### src/rtl/lsu_bus_if.sv
`default_nettype none
// ============================================================================
// Module   : lsu_bus_if
// Brief    : Valid/ready data bus with separate read-response channel.
// Revision : 1.0 - initial release
// ============================================================================
interface lsu_bus_if;
  logic        valid;
  logic        ready;
  logic        we;
  logic [31:0] addr;
  logic [31:0] wdata;
  logic [3:0]  be;
  logic        rvalid;
  logic [31:0] rdata;

  modport master (
    output valid, we, addr, wdata, be,
    input  ready, rvalid, rdata
  );

  modport slave (
    input  valid, we, addr, wdata, be,
    output ready, rvalid, rdata
  );
endinterface
`default_nettype wire

### src/rtl/lsu_bus_adapter.sv
`default_nettype none
// ============================================================================
// Module   : lsu_bus_adapter
// Brief    : M-stage load/store unit driving a byte-lane valid/ready bus.
// Revision : 1.0 - initial release
// ============================================================================
module lsu_bus_adapter #(
  parameter int TIMEOUT_CYCLES = 255
) (
  input  wire logic        clk,
  input  wire logic        reset,
  input  wire logic        MemReadM,
  input  wire logic        MemWriteM,
  input  wire logic [2:0]  Funct3M,
  input  wire logic [31:0] ALUResultM,
  input  wire logic [31:0] WriteDataM,
  output logic [31:0]      ReadDataM,
  output logic             StallM,
  output logic             FaultM,
  lsu_bus_if.master        bus
);

  typedef enum logic [1:0] {
    ST_IDLE = 2'd0,
    ST_REQ  = 2'd1,
    ST_RESP = 2'd2,
    ST_DONE = 2'd3
  } state_t;

  localparam logic [7:0] c_tcnt_last = 8'(TIMEOUT_CYCLES - 1);

  state_t      r_state;
  logic        r_valid;
  logic        r_we;
  logic [2:0]  r_funct3;
  logic [31:0] r_addr;
  logic [31:0] r_wdata;
  logic [3:0]  r_be;
  logic [7:0]  r_tcnt;
  logic        r_tfault;
  logic [31:0] r_rdata;

  logic        w_req;
  logic        w_f3_ok;
  logic        w_align_ok;
  logic        w_legal;
  logic        w_idle_fault;
  logic [3:0]  w_be;
  logic [31:0] w_wdata;
  logic [31:0] w_lane;
  logic [31:0] w_ext;

  // Request decode and lane formatting for the access presented in IDLE.
  always_comb begin
    w_req      = MemReadM | MemWriteM;
    w_f3_ok    = 1'b0;
    w_align_ok = 1'b1;
    w_be       = 4'b1111;
    w_wdata    = WriteDataM;

    case (Funct3M)
      3'b000, 3'b001, 3'b010: w_f3_ok = 1'b1;
      3'b100, 3'b101:         w_f3_ok = MemReadM;
      default:                w_f3_ok = 1'b0;
    endcase

    case (Funct3M[1:0])
      2'b00: begin
        w_be    = 4'b0001 << ALUResultM[1:0];
        w_wdata = {4{WriteDataM[7:0]}};
      end
      2'b01: begin
        w_align_ok = ~ALUResultM[0];
        w_be       = ALUResultM[1] ? 4'b1100 : 4'b0011;
        w_wdata    = {2{WriteDataM[15:0]}};
      end
      default: begin
        w_align_ok = (ALUResultM[1:0] == 2'b00);
        w_be       = 4'b1111;
        w_wdata    = WriteDataM;
      end
    endcase

    if (!MemWriteM) begin
      w_wdata = 32'd0;
    end

    w_legal      = (MemReadM ^ MemWriteM) & w_f3_ok & w_align_ok;
    w_idle_fault = (r_state == ST_IDLE) & w_req & ~w_legal;
  end

  // Response lane select and extension, using the latched address/type.
  always_comb begin
    w_lane = bus.rdata >> {r_addr[1:0], 3'b000};
    case (r_funct3)
      3'b000:  w_ext = {{24{w_lane[7]}}, w_lane[7:0]};
      3'b001:  w_ext = {{16{w_lane[15]}}, w_lane[15:0]};
      3'b100:  w_ext = {24'd0, w_lane[7:0]};
      3'b101:  w_ext = {16'd0, w_lane[15:0]};
      default: w_ext = bus.rdata;
    endcase
  end

  always_ff @(posedge clk or posedge reset) begin
    if (reset) begin
      r_state  <= ST_IDLE;
      r_valid  <= 1'b0;
      r_we     <= 1'b0;
      r_funct3 <= 3'd0;
      r_addr   <= 32'd0;
      r_wdata  <= 32'd0;
      r_be     <= 4'd0;
      r_tcnt   <= 8'd0;
      r_tfault <= 1'b0;
      r_rdata  <= 32'd0;
    end else begin
      case (r_state)
        ST_IDLE: begin
          if (w_req && w_legal) begin
            r_we     <= MemWriteM;
            r_funct3 <= Funct3M;
            r_addr   <= ALUResultM;
            r_wdata  <= w_wdata;
            r_be     <= w_be;
            r_tcnt   <= 8'd0;
            r_tfault <= 1'b0;
            r_valid  <= 1'b1;
            r_state  <= ST_REQ;
          end
        end
        ST_REQ: begin
          if (bus.ready) begin
            r_valid <= 1'b0;
            r_tcnt  <= 8'd0;
            r_state <= r_we ? ST_DONE : ST_RESP;
          end else if (r_tcnt == c_tcnt_last) begin
            r_valid  <= 1'b0;
            r_tfault <= 1'b1;
            r_rdata  <= 32'd0;
            r_state  <= ST_DONE;
          end else begin
            r_tcnt <= r_tcnt + 8'd1;
          end
        end
        ST_RESP: begin
          // A response arriving on the last allowed cycle still wins over the timeout.
          if (bus.rvalid) begin
            r_rdata <= w_ext;
            r_state <= ST_DONE;
          end else if (r_tcnt == c_tcnt_last) begin
            r_tfault <= 1'b1;
            r_rdata  <= 32'd0;
            r_state  <= ST_DONE;
          end else begin
            r_tcnt <= r_tcnt + 8'd1;
          end
        end
        ST_DONE: begin
          r_tfault <= 1'b0;
          r_state  <= ST_IDLE;
        end
        default: r_state <= ST_IDLE;
      endcase
    end
  end

  assign bus.valid = r_valid;
  assign bus.we    = r_we;
  assign bus.addr  = {r_addr[31:2], 2'b00};
  assign bus.wdata = r_wdata;
  assign bus.be    = r_be;

  assign StallM    = ~reset & (((r_state == ST_IDLE) & w_req & w_legal) |
                               (r_state == ST_REQ) | (r_state == ST_RESP));
  assign FaultM    = ~reset & (w_idle_fault | ((r_state == ST_DONE) & r_tfault));
  assign ReadDataM = w_idle_fault ? 32'd0 : r_rdata;

endmodule
`default_nettype wire

### src/flat_wrapper.sv
// flat-port wrapper written by rule: the top's interface ports become plain ports
module lsu_bus_adapter_flat 
#(
  parameter int TIMEOUT_CYCLES = 255
)
  (clk, reset, MemReadM, MemWriteM, Funct3M, ALUResultM, WriteDataM, ReadDataM, StallM, FaultM, bus_valid, bus_we, bus_addr, bus_wdata, bus_be, bus_ready, bus_rvalid, bus_rdata);
  lsu_bus_if bus_i ();
  input  wire logic clk;
  input  wire logic reset;
  input  wire logic MemReadM;
  input  wire logic MemWriteM;
  input  wire logic [2:0] Funct3M;
  input  wire logic [31:0] ALUResultM;
  input  wire logic [31:0] WriteDataM;
  output logic [31:0] ReadDataM;
  output logic StallM;
  output logic FaultM;
  output wire logic [$bits(bus_i.valid)-1:0] bus_valid;
  output wire logic [$bits(bus_i.we)-1:0] bus_we;
  output wire logic [$bits(bus_i.addr)-1:0] bus_addr;
  output wire logic [$bits(bus_i.wdata)-1:0] bus_wdata;
  output wire logic [$bits(bus_i.be)-1:0] bus_be;
  input wire logic [$bits(bus_i.ready)-1:0] bus_ready;
  input wire logic [$bits(bus_i.rvalid)-1:0] bus_rvalid;
  input wire logic [$bits(bus_i.rdata)-1:0] bus_rdata;
  assign bus_valid = bus_i.valid;
  assign bus_we = bus_i.we;
  assign bus_addr = bus_i.addr;
  assign bus_wdata = bus_i.wdata;
  assign bus_be = bus_i.be;
  assign bus_i.ready = bus_ready;
  assign bus_i.rvalid = bus_rvalid;
  assign bus_i.rdata = bus_rdata;
  lsu_bus_adapter #(.TIMEOUT_CYCLES(TIMEOUT_CYCLES)) u_core (.clk(clk), .reset(reset), .MemReadM(MemReadM), .MemWriteM(MemWriteM), .Funct3M(Funct3M), .ALUResultM(ALUResultM), .WriteDataM(WriteDataM), .ReadDataM(ReadDataM), .StallM(StallM), .FaultM(FaultM), .bus(bus_i));
endmodule
### config.mk
export PLATFORM = sky130hd
export DESIGN_NAME = lsu_bus_adapter_flat
export DESIGN_NICKNAME = d
export VERILOG_FILES = /design/src/rtl/lsu_bus_if.sv /design/src/rtl/lsu_bus_adapter.sv /design/src/flat_wrapper.sv
export SDC_FILE = /design/constraint.sdc
export NUM_CORES = 1
export LEC_CHECK = 0
export BUFFER_PORTS_ARGS = -buffer_cell sky130_fd_sc_hd__buf_2
export CAP_MARGIN = 25
export CORE_MARGIN = 5
export CORE_UTILIZATION = 45
export DETAILED_ROUTE_END_ITERATION = 8
export GPL_TIMING_DRIVEN = 0
export HOLD_SLACK_MARGIN = 0.03
export PLACE_DENSITY = 0.83
export RECOVER_POWER = 25
export REMOVE_ABC_BUFFERS = 1
export SYNTH_ARGS = -nofsm -noshare
export SYNTH_HDL_FRONTEND = slang
export SYNTH_SLANG_ARGS = --single-unit
### constraint.sdc
create_clock -name clk -period 10.1 [get_ports clk]
set_input_delay 2.02 -clock clk [delete_from_list [all_inputs] [get_ports clk]]
set_output_delay 2.02 -clock clk [all_outputs]
set_load 0.01 [all_outputs]
== Yosys cells after proc, flatten, opt, wreduce, memory -nomap -nowiden ==
Cells that the tools add are included.

* Register bits: 116
* Input bits: 105

* Add/sub/neg operators: 1
* Eq/ne operators: 16
* Shift-type cells: 2
* Muxes and demuxes: 32
* Bitwise logic cells: 16
* Reduce and logical (&&, ||, !) cells: 16

{| class="wikitable"
|+ Operator list
! cell !! count
|-
| 32-bit two-way mux || 5
|-
| 32-bit one-hot mux with 2 select lines || 2
|-
| 32-bit one-hot mux with 4 select lines || 1
|-
| 8-bit two-way mux || 4
|-
| 32-bit by 5-bit >> shifter with 16-bit output || 1
|-
| 8-bit one-hot mux with 3 select lines || 1
|-
| 3-bit equality test, second input constant || 4
|-
| 3-bit AND reduction || 3
|-
| 8-bit by 1-bit adder with 8-bit output, second input constant || 1
|-
| 1-bit AND || 8
|-
| 8-bit equality test, second input constant || 1
|-
| 1-bit two-way mux || 8
|-
| 2-bit two-way mux || 4
|-
| 2-bit one-hot mux with 4 select lines || 1
|-
| 4-bit one-hot mux with 2 select lines || 1
|-
| 3-bit by 1-bit equality test with 1-bit output, second input constant || 2
|-
| 2-bit zero test || 3
|-
| 3-bit zero test || 2
|-
| 2-bit != test, second input constant || 3
|-
| 1-bit one-hot mux with 2 select lines || 3
|-
| 2-bit by 1-bit equality test with 1-bit output, second input constant || 2
|-
| 2-bit equality test, second input constant || 2
|-
| 4-bit two-way mux || 1
|-
| 1-bit bitwise OR || 4
|-
| other kinds (12) || 16
|}

== Longest topological paths before layout ==
* Depth in word-level cells: 9
* Mapped depth: 9
* Gate-level depth less buffers: 6

== Least setup slack after synthesis ==
No wires, ideal clock.

* Kind: input port to output port
* From: in MemWriteM
* To: out StallM
* Data arrival time: 3.885 ns
* Data required time: 8.080 ns
* Path slack: 4.195 ns
* Cell stages on the path: 8
* Buffers on the path: 3
* Cell sequence: clkbuf_1 -> clkinv_1 -> clkbuf_1 -> ha_1 -> nand4_4 -> or2_1 -> clkbuf_1 -> a21oi_1

* Word-level cells in the longest chain between the ends: 7

{| class="wikitable"
|+ Ends and longest elaborated chain
! what !! line !! RTL
|-
| from (decl) || flat_wrapper.sv:11 || <nowiki>input wire logic MemWriteM;</nowiki>
|-
| 1-bit bitwise XOR || lsu_bus_adapter.sv:88 || <nowiki>w_legal = (MemReadM ^ MemWriteM) & w_f3_ok & w_align_ok;</nowiki>
|-
| 1-bit AND (2 in a row) || lsu_bus_adapter.sv:88 ||
|-
| 1-bit AND * || lsu_bus_adapter.sv:173 || <nowiki>assign StallM = ~reset & (((r_state == ST_IDLE) & w_req & w_legal) |</nowiki>
|-
| 1-bit bitwise OR * || lsu_bus_adapter.sv:173 ||
|-
| 1-bit bitwise OR * || lsu_bus_adapter.sv:174 || <nowiki>(r_state == ST_REQ) | (r_state == ST_RESP));</nowiki>
|-
| 1-bit AND * || lsu_bus_adapter.sv:173 ||
|-
| to (decl) || flat_wrapper.sv:16 || <nowiki>output logic StallM;</nowiki>
|}

Every way passes the cells marked *; elsewhere a longest branch is shown, timed or not.

== Final worst setup path ==
* From: in MemWriteM
* To: out ReadDataM[14]

* Word-level cells in the longest chain between the ends: 6

{| class="wikitable"
|+ Ends and longest elaborated chain
! what !! line !! RTL
|-
| 1-bit bitwise XOR || lsu_bus_adapter.sv:88 ||
|-
| 1-bit AND (2 in a row) || lsu_bus_adapter.sv:88 ||
|-
| 1-bit inverter || lsu_bus_adapter.sv:89 || <nowiki>w_idle_fault = (r_state == ST_IDLE) & w_req & ~w_legal;</nowiki>
|-
| 1-bit AND * || lsu_bus_adapter.sv:89 ||
|-
| 32-bit two-way mux * || lsu_bus_adapter.sv:176 || <nowiki>assign ReadDataM = w_idle_fault ? 32'd0 : r_rdata;</nowiki>
|-
| to (decl) || flat_wrapper.sv:15 || <nowiki>output logic [31:0] ReadDataM;</nowiki>
|}

Marked as above.

==> impl_metrics.json <==
{
  "viasPerCell": 5.67,
  "worstSetupEndpointType": "output pin",
  "synth_cell_types": 56,
  "p_leak_nw": 3.79,
  "grt_use_total_pct": 21.4,
  "clockRootBuffer": "clkbuf_16",
  "power_density_nw_per_um2": 303,
  "switching_share_pct": 38.2,
  "pin_count": 209,
  "dp.cells": 951,
  "final_cell_count_no_fill": 984,
  "cts_resized": 0,
  "cp_data_required_time_ns": 8.08,
  "placed_area_sq_um": 7260,
  "die_area_sq_um": 16600,
  "period_needed_ns": 7.36,
  "p_sw_uw": 905,
  "status": "finished, violations left",
  "syn_area_sq_um": 6350,
  "cts_tree": "yes",
  "cp.arrival_ns": 5.34,
  "ys_seq_area_share_pct": 45.7,
  "area.growth.synth_to_final_pct": 23.2,
  "layout-drive-gt1-share_pct": 31.6,
  "clkTransAtPathRegs_ns": 0.06,
  "wl_per_cell_microns": 17.9,
  "critPathKind": "in -> out",
  "fin_crit_sh_pct": 72.9,
  "seqPwrFrac_pct": 35.2,
  "rsz0062_at_grt": "no",
  "synth-seq-cells": 116,
  "antenna_found_initial": 0,
  "cts-htree-levels": 4,
  "grt_pass1_wl_microns": 28600,
  "peakVddDrop_mv": 0.133,
  "final_cell_mix": "205 x buf_2, 116 x dfrtp_1, 62 x o21ai_0",
  "synth-edff-count": 0,
  "maxCapViolCount": 1,
  "clock_skew_ns": 0.0132,
  "ys_warn_count": 0,
  "p_comb_share_pct": 39.8,
  "fin_tns_setup_ns": 0,
  "gp_congestion": 0.882,
  "crit_fanout": 43,
  "hold_path_class": "reg -> reg",
  "violations": "capacitance limit, slew limit",
  "finalSetupViolCount": 0,
  "start_kind": "input pin",
  "maxSlewHeadroom_pct": -247,
  "wl_met3_microns": 1670,
  "drv_slew": 98,
  "hold_buffers": 0,
  "hpwl_microns": 12300,
  "clk_latency_ns": 0.41,
  "grt_max_degree": 98,
  "overflow": 0,
  "placementRows": 43,
  "cts_setup_buffers": 0,
  "synthArstFlopShare_pct": 100,
  "internal_power_mw": 1.46,
  "top_layer": "met4",
  "clkSinkCount": 116,
  "hold_viol": 0,
  "cts_buffers": 17,
  "grt_pass1_vias": 5641,
  "die_w_microns": 129,
  "tightestPinTransition_ns": 5.20,
  "drt-met1-wl_microns": 7170,
  "port_buffers": 206,
  "clockBufferDepth": 2,
  "synth_cells": 637,
  "wl_met2_microns": 8450,
  "coreArea_sq_um": 13900,
  "finalNetCount": 902,
  "drt_iter0_drc": 497,
  "start_util_pct": 45.7,
  "max_freq_ghz": 0.136,
  "fin_area_sq_um": 7820,
  "ant_nets": 0,
  "vias": 5582,
  "yosys_most_used_dff": "dfrtp_1",
  "die_h_microns": 129,
  "final_common_cell": "buf_2",
  "fin_util_pct": 56.4,
  "routed_wl_microns": 17600,
  "synth_area_per_cell_sq_um": 9.97,
  "total_power_mw": 2.37,
  "p_clk_share_pct": 25.0,
  "route.detailed.drc": 0,
  "drt_pre_antenna_iters": 5
}
-- through the flow --
step           hold WS (ns)  worst slack, ns
3_3_place_gp          0.462             2.02
5_1_grt               0.497             1.59
2_1_floorplan         0.448             3.85
4_1_cts               0.485             2.70
3_5_place_dp          0.470             2.73
6_report              0.482             2.74
-- layout make-up --
class                   instances  area (sq um)
fillers                      1247          6060
multi-input cells             433          3000
flip-flops and latches        116          2900
repair buffers                209          1060
clock buffers                  20           457
well taps                     180           225
clock inverters                12           130
inverters                      13          50.0
diodes                          1          2.50
-- Yosys cell counts, drive strengths merged, types with 4 or more instances --
| cell | n | area share (%) |
|---|---|---|
| nor3 | 4 | 0.32 |
| mux2 | 36 | 6.4 |
| ha | 7 | 1.4 |
| a22o | 18 | 2.5 |
| nand3 | 20 | 1.6 |
| and2 | 35 | 3.4 |
| a21oi | 24 | 1.9 |
| o32a | 4 | 0.63 |
| a31oi | 4 | 0.39 |
| o22a | 4 | 0.55 |
| nor2 | 9 | 0.65 |
| o2bb2ai | 23 | 3.2 |
| o21ai | 83 | 6.5 |
| nor2b | 6 | 0.59 |
| nand2 | 58 | 3.4 |
| dfrtp | 116 | 46 |
| buf | 40 | 4.5 |
| inv | 12 | 0.71 |
| clkbuf | 36 | 2.1 |
| o31ai | 16 | 1.9 |
| mux2i | 33 | 5.2 |
| nand2b | 11 | 1.1 |
-- critical path, stage by stage --
cell and delay, ns:
buf_2 0.31, clkinv_1 0.60, ha_1 0.60, nand4_4 0.48, nand2_1 0.91, and2_1 0.24
buf_2 0.14
-- registers in the layout, summed over array words and instances, names as in the netlist --
| name | flops |
|---|---|
| u_core.r_tfault | 1 |
| u_core.bus.wdata | 32 |
| u_core.r_state | 2 |
| u_core.r_addr | 32 |
| u_core.bus.we | 1 |
| u_core.r_funct3 | 3 |
| u_core.bus.valid | 1 |
| u_core.bus.be | 4 |
| u_core.r_tcnt | 8 |
| u_core.r_rdata | 32 |
-- routing by layer --
| layer | up-vias | global-route usage, % |
|---|---|---|
| li1 | 2587 | - |
| met1 | 2711 | 27.2 |
| met2 | 257 | 34.5 |
| met3 | 27 | 6.56 |
| met4 | 0 | 8.15 |
| met5 | - | 0 |
-- kinds of logic after synthesis --
kind of cell	Yosys count	synth area share (%)
buf+inv	89	7.41
flops	116	45.7
mux	70	11.9
other cells	1	0.0591
simple gates	157	12.8
fa+ha+maj	7	1.38
compound gates	197	20.7
-- power by group through the flow --
stage | Clock, mW | Sequential (mW) | Combinational [mW]
2_1_floorplan | 0 | 0.862 | 0.520
3_3_place_gp | 0 | 0.823 | 0.920
3_5_place_dp | 0 | 0.833 | 0.951
4_1_cts | 0.602 | 0.830 | 0.954
5_1_grt | 0.627 | 0.862 | 1.04
6_report | 0.592 | 0.834 | 0.944
-- path summary, 6_finish.rpt --
path	start	end	slack, ns	cells after the start
worst max-delay path	MemWriteM	ReadDataM[14]	2.74	7
worst min-delay path	u_core.r_addr[27]	u_core.r_addr[27]	0.48	1
worst max register to register	u_core.r_state[1]	u_core.r_addr[20]	7.32	5
worst min register to register	u_core.r_addr[27]	u_core.r_addr[27]	0.48	1
max in group asynchronous	reset	u_core.bus.wdata[4]	2.93	3
min in group asynchronous	reset	u_core.r_rdata[5]	1.79	2
Note: power is estimated with default switching activity, not from simulation.
